### src/rtl/hub_pkg.sv
// Shared hub definitions: MII width, default jabber timing and the receive guard state encoding.
package hub_pkg;

  localparam int unsigned MiiW             = 4;
  localparam int unsigned JabberMaxDefault = 15000;
  localparam int unsigned UnjabDefault     = 28;

  typedef enum logic [1:0] {
    StIdle   = 2'd0,
    StPass   = 2'd1,
    StJabber = 2'd2,
    StUnjab  = 2'd3
  } jab_state_e;

endpackage

### src/rtl/hub_sat_counter.sv
// Saturating up-counter with enable; holds at all ones once reached.
module hub_sat_counter #(
  parameter int unsigned Width = 16
) (
  input  logic             clk,
  input  logic             rst_n,
  input  logic             en,
  output logic [Width-1:0] count
);

  logic [Width-1:0] count_q, count_d;

  always_comb begin
    count_d = count_q;
    if (en && !(&count_q)) begin
      count_d = count_q + Width'(1);
    end
  end

  always_ff @(posedge clk or negedge rst_n) begin
    if (!rst_n) begin
      count_q <= '0;
    end else begin
      count_q <= count_d;
    end
  end

  assign count = count_q;

endmodule

### src/rtl/hub_rx_jabber.sv
// Per-port receive jabber guard: registered pass-through that cuts off an over-long carrier
// and holds the port off until it has been quiet long enough.
module hub_rx_jabber
  import hub_pkg::*;
#(
  parameter int unsigned JABBER_MAX = JabberMaxDefault,
  parameter int unsigned UNJAB      = UnjabDefault,
  parameter int unsigned CNT_BITS   = 16
) (
  input  logic                clk,
  input  logic                rst_n,
  input  logic                rx_dv,
  input  logic                rx_er,
  input  logic [MiiW-1:0]     rxd,
  output logic                rx_dv_out,
  output logic                rx_er_out,
  output logic [MiiW-1:0]     rxd_out,
  output logic                jabber,
  output logic [CNT_BITS-1:0] jabber_count
);

  localparam int unsigned LenW   = $clog2(JABBER_MAX + 2);
  localparam int unsigned QuietW = (UNJAB == 0) ? 1 : $clog2(UNJAB + 1);

  localparam logic [LenW-1:0]   LenMax    = LenW'(JABBER_MAX);
  localparam logic [QuietW-1:0] QuietLast = (UNJAB > 1) ? QuietW'(UNJAB - 1) : '0;

  jab_state_e        state_q, state_d;
  logic [LenW-1:0]   len_q, len_d;
  logic [QuietW-1:0] quiet_q, quiet_d;
  logic              trip;

  logic            dv_d, er_d, jabber_d;
  logic [MiiW-1:0] rxd_d;
  logic            dv_q, er_q, jabber_q;
  logic [MiiW-1:0] rxd_q;

  always_ff @(posedge clk or negedge rst_n) begin
    if (!rst_n) begin
      state_q <= StIdle;
      len_q   <= '0;
      quiet_q <= '0;
    end else begin
      state_q <= state_d;
      len_q   <= len_d;
      quiet_q <= quiet_d;
    end
  end

  always_comb begin
    state_d = state_q;
    len_d   = len_q;
    quiet_d = quiet_q;
    trip    = 1'b0;
    unique case (state_q)
      StIdle: begin
        if (rx_dv) begin
          state_d = StPass;
          len_d   = LenW'(1);
        end
      end
      StPass: begin
        if (!rx_dv) begin
          state_d = StIdle;
          len_d   = '0;
        end else if (len_q == LenMax) begin
          state_d = StJabber;
          len_d   = '0;
          trip    = 1'b1;
        end else begin
          len_d = len_q + LenW'(1);
        end
      end
      StJabber: begin
        if (!rx_dv) begin
          // A single required quiet cycle is already satisfied by this one.
          if (UNJAB <= 1) begin
            state_d = StIdle;
          end else begin
            state_d = StUnjab;
            quiet_d = QuietW'(1);
          end
        end
      end
      StUnjab: begin
        if (rx_dv) begin
          quiet_d = '0;
        end else if (quiet_q == QuietLast) begin
          state_d = StIdle;
          quiet_d = '0;
        end else begin
          quiet_d = quiet_q + QuietW'(1);
        end
      end
      default: state_d = StIdle;
    endcase
  end

  // Outputs for the next edge; the trip nibble is repeated with rx_er forced to corrupt the frame.
  always_comb begin
    dv_d     = 1'b0;
    er_d     = 1'b0;
    rxd_d    = '0;
    jabber_d = (state_d == StJabber) || (state_d == StUnjab);
    unique case (state_q)
      StIdle, StPass: begin
        dv_d  = rx_dv;
        er_d  = rx_er | trip;
        rxd_d = rxd;
      end
      default: ;
    endcase
  end

  always_ff @(posedge clk or negedge rst_n) begin
    if (!rst_n) begin
      dv_q     <= 1'b0;
      er_q     <= 1'b0;
      rxd_q    <= '0;
      jabber_q <= 1'b0;
    end else begin
      dv_q     <= dv_d;
      er_q     <= er_d;
      rxd_q    <= rxd_d;
      jabber_q <= jabber_d;
    end
  end

  hub_sat_counter #(
    .Width(CNT_BITS)
  ) u_jabber_cnt (
    .clk  (clk),
    .rst_n(rst_n),
    .en   (trip),
    .count(jabber_count)
  );

  assign rx_dv_out = dv_q;
  assign rx_er_out = er_q;
  assign rxd_out   = rxd_q;
  assign jabber    = jabber_q;

endmodule

### config.mk
export PLATFORM = sky130hd
export DESIGN_NAME = hub_rx_jabber
export DESIGN_NICKNAME = d
export VERILOG_FILES = /design/src/rtl/hub_pkg.sv /design/src/rtl/hub_sat_counter.sv /design/src/rtl/hub_rx_jabber.sv
export SDC_FILE = /design/constraint.sdc
export NUM_CORES = 1
export LEC_CHECK = 0
export BUFFER_PORTS_ARGS = -buffer_cell sky130_fd_sc_hd__buf_2
export CORE_UTILIZATION = 55
export CTS_BUF_LIST = sky130_fd_sc_hd__clkbuf_4 sky130_fd_sc_hd__clkbuf_8
export DETAILED_ROUTE_END_ITERATION = 16
export HOLD_SLACK_MARGIN = 0.03
export PLACE_DENSITY_LB_ADDON = 0.12
export SLEW_MARGIN = 5
export SYNTH_ARGS = -nofsm -noshare
export SYNTH_HDL_FRONTEND = slang
export SYNTH_HIERARCHICAL = 1
export SYNTH_SLANG_ARGS = --single-unit
### constraint.sdc
create_clock -name clk -period 5.9 [get_ports clk]
set_input_delay 0.295 -clock clk [delete_from_list [all_inputs] [get_ports clk]]
set_output_delay 0.295 -clock clk [all_outputs]
set_load 0.01 [all_outputs]
# --- Yosys cells after proc, flatten, opt, wreduce, memory -nomap -nowiden ---
# Cells that the tools add are included.
totals:
  output_inout_bits: 23
  memories: 0
  regBits: 44
  romBits: 0
  mem_bits_rw: 0
  latch_bits: 0
  word_cells: 52
  inputBits: 8
classes:
  n_bitwise: 1
  n_addsub: 3
  multipliers: 0
  n_eq_ne: 9
  n_mux: 21
  n_shift: 0
  n_div: 0
  n_reduce_logical: 10
  n_lt_le_gt_ge: 0
op_table:
  columns: ["op", "count"]
  rows:
  - ["$mux 14", 3]
  - ["$pmux 14 s2", 1]
  - ["$add 16x1->16 const B", 1]
  - ["$reduce_and 16->1", 1]
  - ["$mux 5", 3]
  - ["$add 14x1->14 const B", 1]
  - ["$eq 14x14->1 const B", 1]
  - ["$mux 2", 6]
  - ["$pmux 5 s2", 1]
  - ["$eq 2x2->1 const B", 4]
  - ["$pmux 2 s4", 1]
  - ["$add 5x1->5 const B", 1]
  - ["$eq 5x5->1 const B", 1]
  - ["$mux 1", 5]
  - ["$mux 4", 1]
  - ["$ne 2x2->1 const B", 2]
  - ["$reduce_and 2->1", 2]
  - ["$reduce_bool 2->1", 2]
  - ["$eq 2x1->1 const B", 1]
  - ["$logic_not 2->1", 1]
  - ["$reduce_or 2->1", 1]
  - ["$logic_and 1x1->1", 1]
  - ["$logic_not 1->1", 1]
  - ["$logic_or 1x1->1", 1]
  - ["$or 1x1->1", 1]

# --- Longest topological paths before layout ---
logic_depth:
  ltp_word: 6
  mapped_depth: 10
  ltp_nobuf: 10

# --- Cells and area by module ---
# Netlist, hierarchy kept.
modules_own_cells:
  columns: ["module", "area_per_inst_um2", "seq_area_each_um2", "n_inst", "cells_per_inst"]
  rows:
  - ["hub_rx_jabber", 1392.6, 675.6, 1, 144]
  - ["hub_sat_counter", 840.8, 400.4, 1, 75]

# --- Least setup slack after synthesis ---
# OpenSTA, ideal clock, no wires.
synth_timing:
  path_kind: "register to register"
  start: "reg len_q[10]"
  end: "reg u_jabber_cnt.count_q[15], in the netlist u_jabber_cnt/count[15]"
  t_arrival_ns: 2.698
  path_buffers: 0
  setup_ns: 0.079
  slack_ns: 3.123
  required_ns: 5.821
  path_stages_with_launch: 9
  synth_period_minus_slack_ns: 2.777
  path_cell_list: "dfrtp_1 -> or4b_1 -> or4_4 -> or2_4 -> nor2_1 -> and3_2 -> nand3_1 -> nor4_2 -> xor2_1"
synth_via:
  elab_chain_len: 5
synth_rtl:
  columns: ["item", "line", "source"]
  rows:
  - ["start: declaration", "hub_rx_jabber.sv:29", "logic [LenW-1:0] len_q, len_d;"]
  - ["start signal: assignment", "hub_rx_jabber.sv:45", "len_q <= len_d;"]
  - ["$eq 14x14->1", "hub_rx_jabber.sv:66", "end else if (len_q == LenMax) begin"]
  - ["$mux 1", "hub_rx_jabber.sv:66", null]
  - ["$mux 1", "hub_rx_jabber.sv:63", "if (!rx_dv) begin"]
  - ["$mux 1", "hub_rx_jabber.sv:55", "unique case (state_q)"]
  - ["named net trip", "hub_rx_jabber.sv:31", "logic trip;"]
  - ["$logic_and 1x1->1", "hub_sat_counter.sv:15", "if (en && !(&count_q)) begin"]
  - ["end signal: assignment", "hub_sat_counter.sv:24", "count_q <= count_d;"]
  - ["end: declaration", "hub_sat_counter.sv:11", "logic [Width-1:0] count_q, count_d;"]
# The timed path passes the listed nets, and every way through them passes these cells.
# A chain may end at the register's enable or synchronous reset.

# --- Worst setup path in the final report ---
# Same ends and word-level chain as after synthesis.

==> flow_summary.ini <==
[outcome]
status = finished, final reports clean

[cts]
clock_latency_ps = 300
ctsHoldBuffers = 0
clk_pin_slew_ps = 90
ctsRootBufferMaster = clkbuf_8
cts_buffers = 5
clock_sinks = 43
clk_path_buf_depth = 2
cts_tree = built
post_cts_buffers = 0
htree_num_levels = 2
cts_resized = 0

[routing]
ant_nets = 0
post_drt_wl_per_cell_um = 14.6
via_count = 1722
dr.pass1.iters = 4
drt_iter0_drc = 132
wl_um = 4390
via_per_inst = 5.74
drc = 0

[setup_path]
start_kind = flip-flop
path_max_fanout = 11
cp.required_ps = 6130
crit_arrival_ps = 3400
critPathCaptureType = flip-flop
crit_type = flip-flop to flip-flop

[synthesis]
synth_ff_type = dfrtp_1
yosys.area.top_type = dfrtp_1
ys_seq_area_share_pct = 48.2
syn_avg_cell_area_um2 = 10.2
synth_top_area_share_pct = 48.2
synthesis.area_mm2 = 0.00223
ys_ff_latch = 43
synth_area_leaders = dfrtp_1 48%, nand3_1 4.5%, xor2_1 3.9%, a21oi_1 3.4%, xnor2_1 2.7%
synthesis.nets = 231
async_reset_ff_share_pct = 100
synth_edf_count = 0
netlist_top_cells_count = 43 x dfrtp_1, 20 x nand3_1, 15 x a21oi_1
synthCells = 219
ys.warnings.count = 6
synthDistinctLibCells = 50
synth_most_common_cell = dfrtp_1

[floorplanning]
start_util_pct = 59.2
rows = 22
fp.dieW_um = 65.7
io_pins = 31
core_area_mm2 = 0.00377
die_h_um = 65.7
dieArea_mm2 = 0.00432

[layout]
fin_nets = 263
drive_above_1_share_pct = 22.6
final_cells = 300
n_fill_cell = 301
area_delta_synth_final_pct = 12.4
num_antenna_cells = 0

[placement]
gp_congestion = 0.767
dp_cells = 292
hpwl_um = 3010
port_buffers = 30

[timing]
final-max-slew-violation-count = 0
fin_skew_ps = 4.89
period_minus_slack_ps = 3170
fmax_mhz = 315
period_share_pct = 53.8
finalHoldViolations = 0
rsz0062_at_grt = no
maxSlewHeadroom_pct = 39.1
setup_viol = 0
tns_ps = 0
worst_pin_slew_ps = 914
finalHoldWorstSlack_ps = 119

[power_and_ir_drop]
p_per_area_mw_per_mm2 = 216
leakagePower_nw = 1.18
ir_drop_mv = 0.152
p_total_mw = 0.542

[global_routing]
grt_pass1_wl_um = 7190
overflow = 0
grt_pass1_vias = 1572
antenna_found_initial = 0
grt_util_all_layers_pct = 22.2
grt_max_degree = 44

[hold_path]
min_path_type = primary input to asynchronous set/reset pin

[job]
maxCapViolCount = 0
## cell usage in the layout, fill, tap and decap left out, drive strengths merged, types with 2 or more instances in the layout
cell type,instances
dfrtp,43
buf,30
nand3,20
a21oi,15
nand2,14
inv,12
nor2,11
nor3,10
xor2,10
nand4,10
o21ai,7
xnor2,7
o22ai,5
mux2,5
clkbuf,5
and4,5
nor2b,4
ha,4
nor4,4
nand2b,3
a31oi,3
clkinv,2
or4,2
or2,2
o211ai,2
and3,2
## worst max-delay path: stages, from the launching register on
cell and delay, ps:
dfrtp_1 440, or4b_1 530, or4_4 570, or2_4 270, nor2_1 340, and3_2 230, nand3_1 230, nor4_2 320
xor2_1 170
## report_power, final
| part | internal (mW) | total (mW) | switching, mW |
|---|---|---|---|
| Clock | 0.0846 | 0.192 | 0.108 |
| Combinational | 0.0141 | 0.0385 | 0.0244 |
| Sequential | 0.303 | 0.311 | 0.00830 |
| Total | 0.402 | 0.542 | 0.140 |
## path summary, 6_finish.rpt
kind	from	to	slack (ps)	depth (start not counted)
max in group asynchronous	rst_n	len_q[7]$_DFFE_PN0P_	5210	1
worst max register to register	len_q[10]$_DFFE_PN0P_	u_jabber_cnt/count[15]$_DFFE_PN0P_	2730	8
worst min-delay path	rst_n	quiet_q[2]$_DFFE_PN0P_	120	1
min in group clk	rxd[3]	rxd_out[3]$_DFF_PN0_	210	2
worst min register to register	quiet_q[1]$_DFFE_PN0P_	quiet_q[1]$_DFFE_PN0P_	540	1
worst max-delay path	len_q[10]$_DFFE_PN0P_	u_jabber_cnt/count[15]$_DFFE_PN0P_	2730	8
## state kept, by name, summed over array words and instances, names as in the netlist
name / cells
u_jabber_cnt/count: 16
state_q: 2
rx_dv_out: 1
rxd_out: 4
quiet_q: 5
len_q: 14
rx_er_out: 1
## logic make-up after synthesis
| kind of cell | Yosys count | share of synthesized area (%) |
|---|---|---|
| multiplexers | 5 | 2.52 |
| adder cells (fa/ha/maj) | 4 | 2.24 |
| AND/OR/NAND/NOR | 93 | 26.0 |
| buffers and inverters | 17 | 3.25 |
| AO/OA/AOI/OAI | 40 | 11.1 |
| XOR/XNOR | 17 | 6.67 |
| flip-flops | 43 | 48.2 |
## metal layers
layer / global-route usage (%) / share of wire, %
met5: 0 / 0
met4: 6.52 / 1.3
met3: 5.73 / 4.1
met2: 33.5 / 45
met1: 31.0 / 50
## final cells by class
type / instances / area [µm²] / share of cell area (%)
multi-input combinational: 159 / 1080 / 43.2
sequential: 43 / 1080 / 42.9
timing repair buffer: 30 / 150 / 5.98
clock buffer: 5 / 68.8 / 2.74
tap: 48 / 60.1 / 2.39
inverter: 12 / 45.0 / 1.79
clock inverter: 3 / 25.0 / 0.997
## per-stage QoR
step | utilization [%] | instance area [µm²] | setup WS, ps
2_1_floorplan | - | 2230 | 3120
3_3_place_gp | 64.1 | 2420 | 2850
3_5_place_dp | 64.1 | 2420 | 2760
4_1_cts | 66.6 | 2510 | 2740
5_1_grt | 66.6 | 2510 | 2500
6_report | 66.6 | 2510 | 2730
Power figures use the tool's default switching activity.
